`src/rtl/hamming_enc_sequencer_if.sv`:
```
// ---------------------------------------------------------------------------
// hamming_enc_sequencer_if
//   Bundles every non-clock/reset signal of hamming_enc_sequencer.
//
//   Input stream : in_valid, in_ready, data_in[127:0]
//   Encoder side : enc_enable, enc_data_in[127:0], enc_encoded_data[223:0]
//   Output stream: out_valid, out_ready, out_data[BEAT_W-1:0], out_last
//   Status       : busy, word_count[15:0]
//
//   Modports
//     slave  - the sequencer itself
//     master - the surroundings: data source, external encoder, data sink
// ---------------------------------------------------------------------------
interface hamming_enc_sequencer_if #(
  parameter int BEAT_W = 32
);

  logic              in_valid;
  logic              in_ready;
  logic [127:0]      data_in;

  logic              enc_enable;
  logic [127:0]      enc_data_in;
  logic [223:0]      enc_encoded_data;

  logic              out_valid;
  logic              out_ready;
  logic [BEAT_W-1:0] out_data;
  logic              out_last;

  logic              busy;
  logic [15:0]       word_count;

  modport slave (
    input  in_valid,
    input  data_in,
    input  enc_encoded_data,
    input  out_ready,
    output in_ready,
    output enc_enable,
    output enc_data_in,
    output out_valid,
    output out_data,
    output out_last,
    output busy,
    output word_count
  );

  modport master (
    output in_valid,
    output data_in,
    output enc_encoded_data,
    output out_ready,
    input  in_ready,
    input  enc_enable,
    input  enc_data_in,
    input  out_valid,
    input  out_data,
    input  out_last,
    input  busy,
    input  word_count
  );

endinterface

```
`src/rtl/hamming_enc_sequencer.sv`:
```
// ---------------------------------------------------------------------------
// hamming_enc_sequencer
//   Accepts 128-bit words, presents each one to an external combinational
//   128-to-224 Hamming(7,4) encoder for a single enable cycle, captures the
//   224-bit codeword and streams it out as BEATS = 224/BEAT_W beats, least
//   significant slice first, with valid/ready flow control.
//
//   Ports
//     clk  - sole clock, rising edge
//     rst  - asynchronous, active-high reset
//     bus  - hamming_enc_sequencer_if.slave:
//              in_valid/in_ready/data_in          input word handshake
//              enc_enable/enc_data_in             drive to the encoder
//              enc_encoded_data                   codeword from the encoder
//              out_valid/out_ready/out_data/out_last  beat stream
//              busy                               not in IDLE
//              word_count                         codewords fully sent (wraps)
//
//   Parameter
//     BEAT_W - beat width; one of 8, 16, 32, 56, 112, 224
// ---------------------------------------------------------------------------
module hamming_enc_sequencer #(
  parameter int BEAT_W = 32
) (
  input  logic                    clk,
  input  logic                    rst,
  hamming_enc_sequencer_if.slave  bus
);

  localparam int BEATS = 224 / BEAT_W;
  localparam int CNT_W = (BEATS > 1) ? $clog2(BEATS) : 1;
  localparam logic [CNT_W-1:0] LAST_BEAT = CNT_W'(BEATS - 1);

  typedef enum logic [1:0] {
    ST_IDLE = 2'd0,
    ST_LOAD = 2'd1,
    ST_SEND = 2'd2
  } state_t;

  state_t            r_state;
  state_t            w_next_state;

  logic [127:0]      r_hold;
  logic [223:0]      r_shift;
  logic [CNT_W-1:0]  r_beat;
  logic [CNT_W-1:0]  w_beat_next;
  logic [15:0]       r_word_count;

  logic              r_out_valid;
  logic              r_out_last;
  logic              r_enc_enable;
  logic              r_busy;

  logic              w_accept;
  logic              w_beat_take;
  logic              w_last_take;

  // Next-state logic and handshake qualifiers
  always_comb begin
    w_next_state = r_state;
    w_accept     = 1'b0;
    w_beat_take  = 1'b0;
    w_last_take  = 1'b0;
    case (r_state)
      ST_IDLE: begin
        if (bus.in_valid) begin
          w_accept     = 1'b1;
          w_next_state = ST_LOAD;
        end else begin
          w_next_state = ST_IDLE;
        end
      end
      ST_LOAD: begin
        // Encoder sees the hold register for exactly this one cycle.
        w_next_state = ST_SEND;
      end
      ST_SEND: begin
        if (bus.out_ready) begin
          w_beat_take = 1'b1;
          if (r_beat == LAST_BEAT) begin
            w_last_take  = 1'b1;
            w_next_state = ST_IDLE;
          end else begin
            w_next_state = ST_SEND;
          end
        end else begin
          w_next_state = ST_SEND;
        end
      end
      default: begin
        // Unreachable encoding: recover to a safe idle state.
        w_next_state = ST_IDLE;
      end
    endcase
  end

  // Beat counter next value: cleared on codeword capture, stepped per beat
  always_comb begin
    w_beat_next = r_beat;
    if (r_state == ST_LOAD) begin
      w_beat_next = '0;
    end else if (w_beat_take) begin
      w_beat_next = r_beat + CNT_W'(1);
    end else begin
      w_beat_next = r_beat;
    end
  end

  // FSM state register
  always_ff @(posedge clk or posedge rst) begin
    if (rst) begin
      r_state <= ST_IDLE;
    end else begin
      r_state <= w_next_state;
    end
  end

  // Input hold register; only an accepted handshake may change it
  always_ff @(posedge clk or posedge rst) begin
    if (rst) begin
      r_hold <= 128'd0;
    end else if (w_accept) begin
      r_hold <= bus.data_in;
    end
  end

  // Codeword shift register: capture at the end of LOAD, shift per beat
  always_ff @(posedge clk or posedge rst) begin
    if (rst) begin
      r_shift <= 224'd0;
    end else if (r_state == ST_LOAD) begin
      r_shift <= bus.enc_encoded_data;
    end else if (w_beat_take) begin
      r_shift <= r_shift >> BEAT_W;
    end
  end

  // Beat counter register
  always_ff @(posedge clk or posedge rst) begin
    if (rst) begin
      r_beat <= '0;
    end else begin
      r_beat <= w_beat_next;
    end
  end

  // Completed-codeword counter; wraps naturally from 0xFFFF to 0x0000
  always_ff @(posedge clk or posedge rst) begin
    if (rst) begin
      r_word_count <= 16'd0;
    end else if (w_last_take) begin
      r_word_count <= r_word_count + 16'd1;
    end
  end

  // Status flags registered from the next state so they line up with r_state
  always_ff @(posedge clk or posedge rst) begin
    if (rst) begin
      r_out_valid  <= 1'b0;
      r_out_last   <= 1'b0;
      r_enc_enable <= 1'b0;
      r_busy       <= 1'b0;
    end else begin
      r_out_valid  <= (w_next_state == ST_SEND);
      r_out_last   <= (w_next_state == ST_SEND) && (w_beat_next == LAST_BEAT);
      r_enc_enable <= (w_next_state == ST_LOAD);
      r_busy       <= (w_next_state != ST_IDLE);
    end
  end

  // in_ready is gated by rst so it is low during reset and high in the
  // very first cycle after release, without waiting for a clock edge.
  assign bus.in_ready    = (r_state == ST_IDLE) && !rst;
  assign bus.enc_enable  = r_enc_enable;
  assign bus.enc_data_in = r_hold;
  assign bus.out_valid   = r_out_valid;
  assign bus.out_data    = r_shift[BEAT_W-1:0];
  assign bus.out_last    = r_out_last;
  assign bus.busy        = r_busy;
  assign bus.word_count  = r_word_count;

endmodule

```
`src/flat_wrapper.sv`:
```
// flat-port wrapper written by rule: the top's interface ports become plain ports
module hamming_enc_sequencer_flat 
#(
  parameter int BEAT_W = 32
)
  (clk, rst, bus_in_valid, bus_data_in, bus_enc_encoded_data, bus_out_ready, bus_in_ready, bus_enc_enable, bus_enc_data_in, bus_out_valid, bus_out_data, bus_out_last, bus_busy, bus_word_count);
  hamming_enc_sequencer_if #(.BEAT_W(BEAT_W)) bus_i ();
  input  logic clk;
  input  logic rst;
  input wire logic [$bits(bus_i.in_valid)-1:0] bus_in_valid;
  input wire logic [$bits(bus_i.data_in)-1:0] bus_data_in;
  input wire logic [$bits(bus_i.enc_encoded_data)-1:0] bus_enc_encoded_data;
  input wire logic [$bits(bus_i.out_ready)-1:0] bus_out_ready;
  output wire logic [$bits(bus_i.in_ready)-1:0] bus_in_ready;
  output wire logic [$bits(bus_i.enc_enable)-1:0] bus_enc_enable;
  output wire logic [$bits(bus_i.enc_data_in)-1:0] bus_enc_data_in;
  output wire logic [$bits(bus_i.out_valid)-1:0] bus_out_valid;
  output wire logic [$bits(bus_i.out_data)-1:0] bus_out_data;
  output wire logic [$bits(bus_i.out_last)-1:0] bus_out_last;
  output wire logic [$bits(bus_i.busy)-1:0] bus_busy;
  output wire logic [$bits(bus_i.word_count)-1:0] bus_word_count;
  assign bus_i.in_valid = bus_in_valid;
  assign bus_i.data_in = bus_data_in;
  assign bus_i.enc_encoded_data = bus_enc_encoded_data;
  assign bus_i.out_ready = bus_out_ready;
  assign bus_in_ready = bus_i.in_ready;
  assign bus_enc_enable = bus_i.enc_enable;
  assign bus_enc_data_in = bus_i.enc_data_in;
  assign bus_out_valid = bus_i.out_valid;
  assign bus_out_data = bus_i.out_data;
  assign bus_out_last = bus_i.out_last;
  assign bus_busy = bus_i.busy;
  assign bus_word_count = bus_i.word_count;
  hamming_enc_sequencer #(.BEAT_W(BEAT_W)) u_core (.clk(clk), .rst(rst), .bus(bus_i));
endmodule
```
`config.mk`:
```
export PLATFORM = sky130hd
export DESIGN_NAME = hamming_enc_sequencer_flat
export DESIGN_NICKNAME = d
export VERILOG_FILES = /design/src/rtl/hamming_enc_sequencer_if.sv /design/src/rtl/hamming_enc_sequencer.sv /design/src/flat_wrapper.sv
export SDC_FILE = /design/constraint.sdc
export NUM_CORES = 1
export LEC_CHECK = 0
export ABC_AREA = 1
export CORE_AREA = 2 2 211 213
export CTS_CLUSTER_DIAMETER = 40
export DETAILED_ROUTE_END_ITERATION = 16
export DIE_AREA = 0 0 213 215
export PLACE_DENSITY_LB_ADDON = 0.05
export SLEW_MARGIN = 20
export SYNTH_ARGS = -nofsm -noshare
export SYNTH_HDL_FRONTEND = slang
export SYNTH_SLANG_ARGS = --single-unit
export TNS_END_PERCENT = 50
```
`constraint.sdc`:
```
create_clock -name clk -period 33.1 [get_ports clk]
set_input_delay 6.62 -clock clk [delete_from_list [all_inputs] [get_ports clk]]
set_output_delay 6.62 -clock clk [all_outputs]
set_load 0.01 [all_outputs]
```
; Yosys cells after proc, flatten, opt, wreduce, memory -nomap -nowiden
; Cells that the tools add are included.
[op_classes]
n_addsub = 2
multipliers = 0
div_mod_pow = 0
n_lt_le_gt_ge = 0
eq_ne = 6
n_shift = 0
mux = 15
n_bitwise = 0
reduce_logical = 6
[op_table]
columns = op, count
row1 = two-way mux 224 bit, 2
row2 = adder 16 x 1 -> 16 bit (second input constant), 1
row3 = two-way mux 1 bit, 8
row4 = equality test 3 bit (second input constant), 2
row5 = two-way mux 3 bit, 2
row6 = one-hot mux 2 bit (3 select lines), 1
row7 = equality test 2 x 1 -> 1 bit (second input constant), 2
row8 = equality test 2 bit (second input constant), 2
row9 = two-way mux 2 bit, 2
row10 = nonzero test 2 bit, 2
row11 = adder 3 x 1 -> 3 bit (second input constant), 1
row12 = logical AND 1 bit, 2
row13 = logical NOT 2 bit, 1
row14 = logical NOT 1 bit, 1
[totals]
reg_bits = 377
latch_bits = 0
mem_bits_rw = 0
mem_bits_ro = 0
output_inout_bits = 181
n_memories = 0

; Depth between registers and ports, before layout
[logic_depth]
depth_word = 6
mapped_depth = 9
mapped_depth_nobuf = 9

; Worst setup path after synthesis
; Ideal clock, no wire load.
[synth_path]
kind = input -> output
start = in rst
end = out bus_in_ready
arrival_time_ns = 6.879
required_ns = 26.480
slack_ns = 19.601
path_stages = 1
path_cell_list = nor3_1
[synth_between]
elab_chain_cells = 2
[synth_lines]
columns = item, line_no
row1 = from (decl), flat_wrapper.sv:9  ; input logic rst;
row2 = logical NOT 1 bit (no line), n/a
row3 = logical AND 1 bit, hamming_enc_sequencer.sv:173  ; assign bus.in_ready = (r_state == ST_IDLE) && !rst;
row4 = to (decl), flat_wrapper.sv:14  ; output wire logic [$bits(bus_i.in_ready)-1:0] bus_in_ready;
; No other way between the ends.

; Worst setup path in the final report
; Ends and elaborated chain as after synthesis.

==> results.toml <==
[synth]
netlist_instances = 1692
synth_nets = 2051
ys_warn_count = 0
avgSynthCellArea_sq_um = 9.28
ys.flop_type = "dfrtp_1"
synth.area.top_cells = "dfrtp_1, nand2_1, o221ai_1"
synth_top_area_share_pct = 60.1
synth_seq_area_share_pct = 60.1
synth_edf_count = 0
ys_types = 25
syn_area_sq_um = 15700
yosys_register_bits = 377
netlist.top_cell.by_area = "dfrtp_1"
async_reset_ff_share_pct = 100

[power_and_ir_drop]
clkPwrFrac_pct = 32.7
p_switching_uw = 742
leakage_nw = 10.8
p_per_area_nw_per_um2 = 94.6
p_sw_share_pct = 33.1
p_comb_share_pct = 34.0
p_seq_share_pct = 33.2
peakVddDrop_uv = 37.4
intPower_mw = 1.50

[clock_network]
clkLatencyLatePin_ns = 0.58
hold_buffers = 0
cts-resized-gates = 0
cts_made_buffers = 68
cts_buffer_depth = 3
cts_sinks = 377
clk_pin_slew_ns = 0.04
clock-root-buffer = "clkbuf_16"
post_cts_buffers = 0
cts_tree = "done"
htreeDepth = 3

[routing]
avgRoutedWirePerCell_um = 18.4
first_pass_iters = 5
vias = 13400
wl_um = 51900
drc_errors = 0
drtIter0Drc = 1024
viasPerCell = 4.75
final_antenna_net_count = 0

[global_route]
gr-total-overflow = 0
antenna_found_initial = 14
grt_usage_pct = 22.5
grt_first_pass_wirelength_um = 78700
grt_max_degree = 105
first_global_vias = 13400

[sta]
slew_violations = 0
setup-violations-final = 0
fin_ws_ns = 18.50
period_needed_ns = 14.60
max_slew_margin_pct = 29.0
rsz0062_at_grt = "false"
fin_setup_tns_ns = 0
tightestPinTransition_ns = 1.07
min_period_over_period_pct = 44.1
fmax_mhz = 68.5
finalHoldViolCount = 0
finClkSkew_ns = 0.0137

[critical_path]
crit_chain = "clkdlybuf4s50_1 > nor3_1 > clkdlybuf4s50_1"
cp_slowest_cell = "clkdlybuf4s50_1"
end_kind = "output port"
crit_fanout = 2
slowest_delay_ns = 0.59
crit_type = "input port to output port"
required_ns = 26.48
crit_top_cell = "clkdlybuf4s50_1"
crit_arrival_ns = 7.98
cp-start-kind = "input port"

[floorplan]
die_h_um = 215
fp.dieW_um = 213
die_area_sq_um = 45800
core_sq_um = 43600
fp-row-count = 77
initial_core_util_pct = 36.0
io_pins = 537

[cells_and_area]
area_growth_pct = 51.0
nFillCells = 3970
seq_area_sq_um = 9430
multiInputGateArea_sq_um = 4780
final_nets = 2537
drive_gt1_share_pct = 6.15

[place]
preCtsSetupSlack_ns = 18.50
port_buffers = 536
place_congestion = 0.844
dp_hpwl_um = 36400

[status]
outcome = "complete, no violations"

[hold_path]
hold_class = "flop to flop"

[flow_run]
maxCapViolCount = 0
[cell usage in the layout, fill, tap and decap left out, drive strengths merged]
| cell | instances |
|---|---|
| xnor2 | 2 |
| dfrtp | 377 |
| or2 | 1 |
| inv | 221 |
| buf | 13 |
| nor2 | 20 |
| clkdlybuf4s50 | 536 |
| o221ai | 160 |
| o21ai | 36 |
| nand2 | 651 |
| xor2 | 8 |
| diode | 9 |
| ha | 3 |
| nand4 | 2 |
| nand3 | 43 |
| nor3 | 5 |
| o21bai | 1 |
| clkinv | 13 |
| nand3b | 1 |
| clkinvlp | 5 |
| bufinv | 11 |
| clkbuf | 87 |
| o211ai | 32 |
[critical path, delay by kind of cell]
kind                   cells  cell delay (ns)
and+or+nand+nor            1             0.24
buffers and inverters      2             1.11
[per-stage QoR]
stage | total power, mW | instances | utilization (%) | cell area (sq um) | hold slack (ns)
detailed placement | 1.52 | 2699 | 48.7 | 21200 | 0.464
global placement | 1.50 | 2699 | 48.7 | 21200 | 0.460
CTS | 2.27 | 2819 | 54.2 | 23700 | 0.477
global route | 2.39 | 2829 | 54.4 | 23700 | 0.493
floorplan | 1.18 | 1692 | - | 15700 | 0.486
finish | 2.24 | 2829 | 54.4 | 23700 | 0.471
[power by group through the flow]
stage | combinational, mW | clock, mW | sequential [mW]
after floorplan | 0.398 | 0 | 0.779
after global placement | 0.756 | 0 | 0.745
after detailed placement | 0.767 | 0 | 0.753
after CTS | 0.772 | 0.751 | 0.746
after global routing | 0.848 | 0.774 | 0.767
final | 0.764 | 0.734 | 0.746
[logic make-up (layout without fill, tap and decap cells)]
| kind of cell | after synthesis | in the layout | share of synthesized area (%) |
|---|---|---|---|
| fa+ha+maj | 3 | 3 | 0.239 |
| compound gates | 229 | 229 | 11.6 |
| buf+inv | 350 | 886 | 9.68 |
| other cells | 0 | 9 | 0 |
| xor+xnor | 10 | 10 | 0.558 |
| simple gates | 723 | 723 | 17.8 |
| flops | 377 | 377 | 60.1 |
[flip-flops by register name (all words and copies together), names as in the netlist]
register	count
u_core.bus.busy	1
u_core.bus.enc_data_in	128
u_core.bus.enc_enable	1
u_core.bus.out_last	1
u_core.bus.out_valid	1
u_core.bus.word_count	16
u_core.r_beat	3
u_core.r_shift	224
u_core.r_state	2
[worst paths after layout]
kind | from | endpoint | slack (ns) | depth (start not counted)
setup / recovery | rst | bus_in_ready | 18.50 | 3
hold / removal | u_core.bus.enc_data_in[121] | u_core.bus.enc_data_in[121] | 0.47 | 2
setup reg to reg | u_core.r_state[0] | u_core.r_shift[137] | 29.52 | 5
hold reg to reg | u_core.bus.enc_data_in[121] | u_core.bus.enc_data_in[121] | 0.47 | 2
max in group asynchronous | rst | u_core.r_shift[196] | 24.32 | 4
min in group asynchronous | rst | u_core.bus.enc_data_in[47] | 6.61 | 2
[layer usage]
| metal | up-vias | GRT usage (%) | share of wire, % | wire [um] |
|---|---|---|---|---|
| met4 | 10 | 8.18 | 2.2 | 1140 |
| met1 | 6400 | 29.5 | 43 | 22300 |
| met3 | 83 | 6.15 | 8.0 | 4150 |
| li1 | 6470 | - | - | - |
| met2 | 480 | 35.6 | 47 | 24300 |
| met5 | - | 0 | 0.12 | 62 |
[layout make-up]
cell class | count | area share, %
flip-flops and latches | 377 | 39.8
repair buffers | 549 | 23.1
multi-input cells | 965 | 20.2
clock buffers | 87 | 7.98
inverters | 217 | 3.49
well taps | 592 | 3.12
clock inverters | 33 | 2.26
diodes | 9 | 0.0949
[synthesized netlist by cell type, types with 5 or more instances]
cell and number:
clkbuf_1 28, nor3_1 5, buf_2 70, o221ai_1 160
inv_1 214, nor2_1 19, xor2_1 8, nand2_1 650
nand3_1 42, o211ai_1 32, dfrtp_1 377, buf_4 32
o21ai_0 33
Power figures use the tool's default switching activity.
